**config.mk**
```make
export PLATFORM = sky130hd
export DESIGN_NAME = mem_access
export DESIGN_NICKNAME = d
export VERILOG_FILES = /design/src/rtl/mem_access.sv
export SDC_FILE = /design/constraint.sdc
export NUM_CORES = 1
export LEC_CHECK = 0
export CAP_MARGIN = 20
export CORE_ASPECT_RATIO = 1.1
export CORE_MARGIN = 4
export CORE_UTILIZATION = 48
export DETAILED_ROUTE_END_ITERATION = 10
export PLACE_DENSITY = 0.78
export SYNTH_ARGS = -nofsm -noshare
export SYNTH_HDL_FRONTEND = slang
export SYNTH_SLANG_ARGS = --single-unit
export TNS_END_PERCENT = 20
```
**constraint.sdc**
```tcl
create_clock -name clk -period 3.7 [get_ports clk]
set_input_delay 0.37 -clock clk [delete_from_list [all_inputs] [get_ports clk]]
set_output_delay 0.37 -clock clk [all_outputs]
set_load 0.02 [all_outputs]
```
**src/rtl/mem_access.sv**
```systemverilog
// mem_access: memory-access stage of the dual-issue pipeline. Drives the
// data-side request/addr_ok/data_ok bus for the bundle's single load/store,
// formats store lanes, aligns and extends load data, flags misalignment and
// reports stage completion on finishM.
module mem_access (
  input  logic        clk,
  input  logic        reset,
  input  logic        first_cycleM,
  input  logic        flushM,
  input  logic        stallM,
  input  logic        mem_en,
  input  logic        mem_wr,
  input  logic [1:0]  mem_size,
  input  logic        mem_sext,
  input  logic [31:0] addr,
  input  logic [31:0] wdata,
  output logic [31:0] rdata,
  output logic        adel,
  output logic        ades,
  output logic        finishM,
  output logic        data_req,
  output logic        data_wr,
  output logic [1:0]  data_size,
  output logic [31:0] data_addr,
  output logic [3:0]  data_wstrb,
  output logic [31:0] data_wdata,
  input  logic        data_addr_ok,
  input  logic        data_data_ok,
  input  logic [31:0] data_rdata
);

  typedef enum logic [2:0] {S_IDLE, S_REQ, S_WAIT, S_DONE, S_CANCEL} state_t;

  state_t      r_state;
  state_t      w_state_nxt;

  logic        r_data_req;
  logic        r_data_wr;
  logic [1:0]  r_data_size;
  logic [31:0] r_data_addr;
  logic [3:0]  r_data_wstrb;
  logic [31:0] r_data_wdata;
  logic        r_sext;
  logic [31:0] r_rdata;
  logic        r_adel;
  logic        r_ades;
  logic        r_pend;

  // Bundle fields captured at first_cycleM, used when a launch is deferred
  logic [31:0] r_b_addr;
  logic [31:0] r_b_wdata;
  logic [1:0]  r_b_size;
  logic        r_b_wr;
  logic        r_b_sext;

  logic        w_misal;
  logic        w_launch;
  logic        w_enter_req;
  logic        w_load_done;
  logic [31:0] w_sel_addr;
  logic [31:0] w_sel_wdata;
  logic [1:0]  w_sel_size;
  logic        w_sel_wr;
  logic        w_sel_sext;

  function automatic logic f_misaligned(input logic [1:0] size, input logic [1:0] a);
    case (size)
      2'd0:    f_misaligned = 1'b0;
      2'd1:    f_misaligned = a[0];
      default: f_misaligned = (a != 2'd0);
    endcase
  endfunction

  function automatic logic [3:0] f_wstrb(input logic wr, input logic [1:0] size, input logic [1:0] a);
    if (!wr) f_wstrb = 4'b0000;
    else begin
      case (size)
        2'd0:    f_wstrb = 4'b0001 << a;
        2'd1:    f_wstrb = 4'b0011 << a;
        default: f_wstrb = 4'b1111;
      endcase
    end
  endfunction

  function automatic logic [31:0] f_wdata(input logic [1:0] size, input logic [31:0] d);
    case (size)
      2'd0:    f_wdata = {4{d[7:0]}};
      2'd1:    f_wdata = {2{d[15:0]}};
      default: f_wdata = d;
    endcase
  endfunction

  function automatic logic [31:0] f_addr(input logic [1:0] size, input logic [31:0] a);
    f_addr = size[1] ? {a[31:2], 2'b00} : a;
  endfunction

  function automatic logic [31:0] f_load(input logic [1:0] size, input logic sext,
                                         input logic [1:0] a, input logic [31:0] rd);
    logic [7:0]  b;
    logic [15:0] h;
    case (a)
      2'd0:    b = rd[7:0];
      2'd1:    b = rd[15:8];
      2'd2:    b = rd[23:16];
      default: b = rd[31:24];
    endcase
    h = a[1] ? rd[31:16] : rd[15:0];
    case (size)
      2'd0:    f_load = {{24{sext & b[7]}}, b};
      2'd1:    f_load = {{16{sext & h[15]}}, h};
      default: f_load = rd;
    endcase
  endfunction

  assign w_misal  = mem_en & f_misaligned(mem_size, addr[1:0]);
  assign w_launch = first_cycleM & mem_en & ~w_misal & ~flushM;

  // Live inputs while the bundle pulse is present, captured copy afterwards
  assign w_sel_addr  = first_cycleM ? addr     : r_b_addr;
  assign w_sel_wdata = first_cycleM ? wdata    : r_b_wdata;
  assign w_sel_size  = first_cycleM ? mem_size : r_b_size;
  assign w_sel_wr    = first_cycleM ? mem_wr   : r_b_wr;
  assign w_sel_sext  = first_cycleM ? mem_sext : r_b_sext;

  assign w_enter_req = (w_state_nxt == S_REQ) && (r_state != S_REQ);
  assign w_load_done = ~r_data_wr & ~flushM &
                       (((r_state == S_REQ) & data_addr_ok & data_data_ok) |
                        ((r_state == S_WAIT) & data_data_ok));

  assign adel       = first_cycleM ? (w_misal & ~mem_wr) : r_adel;
  assign ades       = first_cycleM ? (w_misal &  mem_wr) : r_ades;
  assign rdata      = r_rdata;
  assign data_req   = r_data_req;
  assign data_wr    = r_data_wr;
  assign data_size  = r_data_size;
  assign data_addr  = r_data_addr;
  assign data_wstrb = r_data_wstrb;
  assign data_wdata = r_data_wdata;

  // State register
  always_ff @(posedge clk or posedge reset) begin
    if (reset) r_state <= S_IDLE;
    else       r_state <= w_state_nxt;
  end

  // Next-state and completion decode
  always_comb begin
    w_state_nxt = r_state;
    finishM     = 1'b0;
    case (r_state)
      S_IDLE: begin
        finishM = ~w_launch;
        if (w_launch) w_state_nxt = S_REQ;
      end
      S_REQ: begin
        if (data_addr_ok) begin
          if (data_data_ok) w_state_nxt = flushM ? S_IDLE : S_DONE;
          else              w_state_nxt = flushM ? S_CANCEL : S_WAIT;
        end else if (flushM) begin
          w_state_nxt = S_IDLE;
        end
      end
      S_WAIT: begin
        if (data_data_ok) w_state_nxt = flushM ? S_IDLE : S_DONE;
        else if (flushM)  w_state_nxt = S_CANCEL;
      end
      S_DONE: begin
        if (first_cycleM) begin
          finishM     = ~w_launch;
          w_state_nxt = w_launch ? S_REQ : S_IDLE;
        end else begin
          finishM = 1'b1;
          if (flushM && !stallM) w_state_nxt = S_IDLE;
        end
      end
      S_CANCEL: begin
        if (data_data_ok)
          w_state_nxt = ((r_pend & ~flushM) | w_launch) ? S_REQ : S_IDLE;
      end
      default: w_state_nxt = S_IDLE;
    endcase
  end

  // Bus request registers, load result and exception flags
  always_ff @(posedge clk or posedge reset) begin
    if (reset) begin
      r_data_req   <= 1'b0;
      r_data_wr    <= 1'b0;
      r_data_size  <= 2'd0;
      r_data_addr  <= 32'd0;
      r_data_wstrb <= 4'd0;
      r_data_wdata <= 32'd0;
      r_sext       <= 1'b0;
      r_rdata      <= 32'd0;
      r_adel       <= 1'b0;
      r_ades       <= 1'b0;
    end else begin
      r_data_req <= (w_state_nxt == S_REQ);
      if (w_enter_req) begin
        r_data_wr    <= w_sel_wr;
        r_data_size  <= w_sel_size;
        r_data_addr  <= f_addr(w_sel_size, w_sel_addr);
        r_data_wstrb <= f_wstrb(w_sel_wr, w_sel_size, w_sel_addr[1:0]);
        r_data_wdata <= f_wdata(w_sel_size, w_sel_wdata);
        r_sext       <= w_sel_sext;
      end
      if (w_load_done)
        r_rdata <= f_load(r_data_size, r_sext, r_data_addr[1:0], data_rdata);
      if (first_cycleM) begin
        r_adel <= w_misal & ~mem_wr;
        r_ades <= w_misal &  mem_wr;
      end
    end
  end

  // Records a bundle that arrives while a cancelled access is still draining
  always_ff @(posedge clk or posedge reset) begin
    if (reset) r_pend <= 1'b0;
    else if (r_state == S_CANCEL) begin
      if (data_data_ok)  r_pend <= 1'b0;
      else if (flushM)   r_pend <= 1'b0;
      else if (w_launch) r_pend <= 1'b1;
    end else begin
      r_pend <= 1'b0;
    end
  end

  // Bundle capture for deferred launch
  always_ff @(posedge clk) begin
    if (first_cycleM) begin
      r_b_addr  <= addr;
      r_b_wdata <= wdata;
      r_b_size  <= mem_size;
      r_b_wr    <= mem_wr;
      r_b_sext  <= mem_sext;
    end
  end

endmodule

```
==> impl_results.md <==
- Vias in the first global route: 5,895
- CTS Sinks: ~180
- Sequential fraction of the synthesis area: between 50 and 60%
- Maxcap violations: 0
- R2r setup slk: about 1500 ps
- R2r startpoint: r_state[2]$_DFF_PP0_
- Dpl hpwl: roughly 14 mm
- Finish-stage setup viols: 0
- Total Wirelength: just under 20 mm
- Mean Syn Cell Area: approximately 10 um2
- Cts bufs inserted: 17
- Largest net degree at the start of global routing: 62
- Post-CTS Repair Setup Buffers: 0
- Longest Clk Path Bufs: 2
- Mapped cell area: 0.00754 mm2
- GP Congestion: between 0.8 and 0.9
- Initial antenna violation count: 0
- DR pass1 iterations: 5
- Tmin final: roughly 2700 ps
- Die X: between 100 and 150 um
- Type of the worst setup path: input pin to output pin
- Layout cells sized above 1: around an eighth
- Final Hold Viols: 0
- Hold-fix buffers at CTS: 0
- Root Driver: clkbuf_16
- Status: completed
- Clk Latency, worst-skew pair: ~420 ps
- Die footprint: ~0.018 mm2
- PostCTS Resize Cnt: 0
- Initial Utilization: between 40% and 50%
- Dpl ws: ~950 ps
- Slew HR: between 40% and 50%
- Area delta synth->final: 37.6%
- Routed via count: ~6,000
- Row Count: 47
- Commonest non-fill, non-tap cells in the layout: clkdlybuf4s50_1 (213), nand2_1 (173), dfrtp_1 (111), dfxtp_1 (68), mux2_2 (64)
- EDFF count, synth: 0
- Final hold slack: approximately 450 ps
- Average vias per placed instance: 5.16
- Synth cell types: 45
- Clk_skew: around 10 ps
- Syn. warnings: 0
- RSZ-0062 raised after global routing: false
- Final core occ: about two thirds
- Top FF cell, synth: dfrtp_1
- Fillers: between 1,000 and 1,500
- I/O pin cnt: about 220
- Commonest non-fill, non-tap cell in the layout: clkdlybuf4s50_1
- GR Overflow Total: 0
- Pwr Density: between 700 and 800 mW/mm2
- DRT iter0 DRCs: roughly 340
- Async set or reset register ratio after synthesis: 62.0%
- HP Class: input pin to asynchronous set/reset pin
- Max VDD drop: 0.473 mV
- Achievable Freq: 0.369 GHz
- Crit path launch type: input pin
- Global-route usage over all layers: between 20 and 25%
- Setup slack after layout: around 990 ps
- CTS tree: done
- Crit-path max FO: 5
- First-pass GRT wire length: approximately 32 mm
- Worst-path clk slew: ~70 ps
- Routed Antenna Nets: 0
- Routed wire per std cell: around 17 um
- Final period util: approximately three quarters
- Number of synthesized register bits: 179
- P_leak: ~4.6 nW
- Max-slew violation count: 0
- CP startpoint: addr[0]
- Worst-Margin Slew: 786 ps
- Critical Path AT: between 2000 and 2500 ps
- Syn nets: 865
- Setup_tns: 0 ps
- Critical path endpoint category: output pin
- Die Y: 139 um
- CTS H-Tree Depth: 4
- Core box area: about 0.015 mm2
- # nets final: approximately 1,100
- Buffers added on ports: ~210
- Gate count of the mapped netlist: about 760
- Antenna diodes: 0
- Reg2reg end: data_addr[31]$_DFFE_PP0P_
- Critical path data required time: 3330 ps
- Drt drc: 0
- R2R depth: 6
state kept, by name, indices dropped and copies added, names as in the netlist:
register and count:
r_b_wr 1, data_addr 32, data_wr 1, r_adel 1
rdata 32, r_pend 1, r_b_wdata 32, r_b_sext 1
data_wdata 32, data_wstrb 4, data_req 1, r_state 3
r_b_addr 32, r_b_size 2, data_size 2, r_ades 1
r_sext 1
layer usage:
metal	vias to the layer above	global-route usage [%]	share of wire, %
li1	2964	-	-
met1	2852	29.0	43
met2	180	35.2	48
met3	22	7.74	7.9
met4	0	6.27	1.7
met5	-	0	0
synth_stat cells (all sizes together) (16+ instances only):
library cell,count,area share (%)
nand2,173,8.6
dfxtp,68,18
mux2,65,9.8
a31oi,16,1.3
clkbuf,20,1.0
dfrtp,111,37
buf,31,3.0
o21ai,50,3.3
mux2i,26,3.5
nor2,56,2.8
inv,28,1.4
a21oi,38,2.6
how the worst max path moves through the flow:
| stage | to | depth (start not counted) |
|---|---|---|
| after floorplan | data_addr[0]$_DFFE_PP0P_ | 1 |
| after global placement | adel | 7 |
| after detailed placement | adel | 7 |
| after CTS | adel | 7 |
| after global routing | adel | 7 |
| final | adel | 7 |
area by class of cell:
type	instances	area (um2)	area share (%)
tap	196	245	2.37
clock buffer	18	429	4.14
clock inverter	14	144	1.39
sequential	179	4140	39.9
inverter	28	108	1.04
timing repair buffer	233	2290	22.1
multi-input combinational	499	3010	29.0
critical path, cell delays in order:
cell	delay (ps)
clkdlybuf4s50_1	510
a21oi_1	80
nor2_1	360
nand2_1	150
nor2_1	100
mux2_2	160
clkdlybuf4s50_1	610
power by group:
group,total (W),switching (W),internal [W]
registers,0.00282,0.000322,0.00250
clock network,0.00176,0.000808,0.000952
logic,0.00282,0.00148,0.00135
total,0.00741,0.00261,0.00480
stage by stage:
stage | instances | total power (W) | area (um2)
global route | 1167 | 0.00784 | 10400
finish | 1167 | 0.00741 | 10400
global placement | 1135 | 0.00566 | 9800
CTS | 1167 | 0.00748 | 10400
floorplan | 757 | 0.00432 | 7540
detailed placement | 1135 | 0.00570 | 9800
kinds of logic (layout without fill, tap and decap cells):
family	Yosys count	count (layout)	synth area share (%)
AOI/OAI and AO/OA	154	154	12.8
xor gates and xnor gates	1	1	0.116
DFF	179	179	54.9
muxes	91	91	13.3
buffers and inverters	79	293	5.35
and+or+nand+nor	253	253	13.5
(Power assumes the default switching activity.)
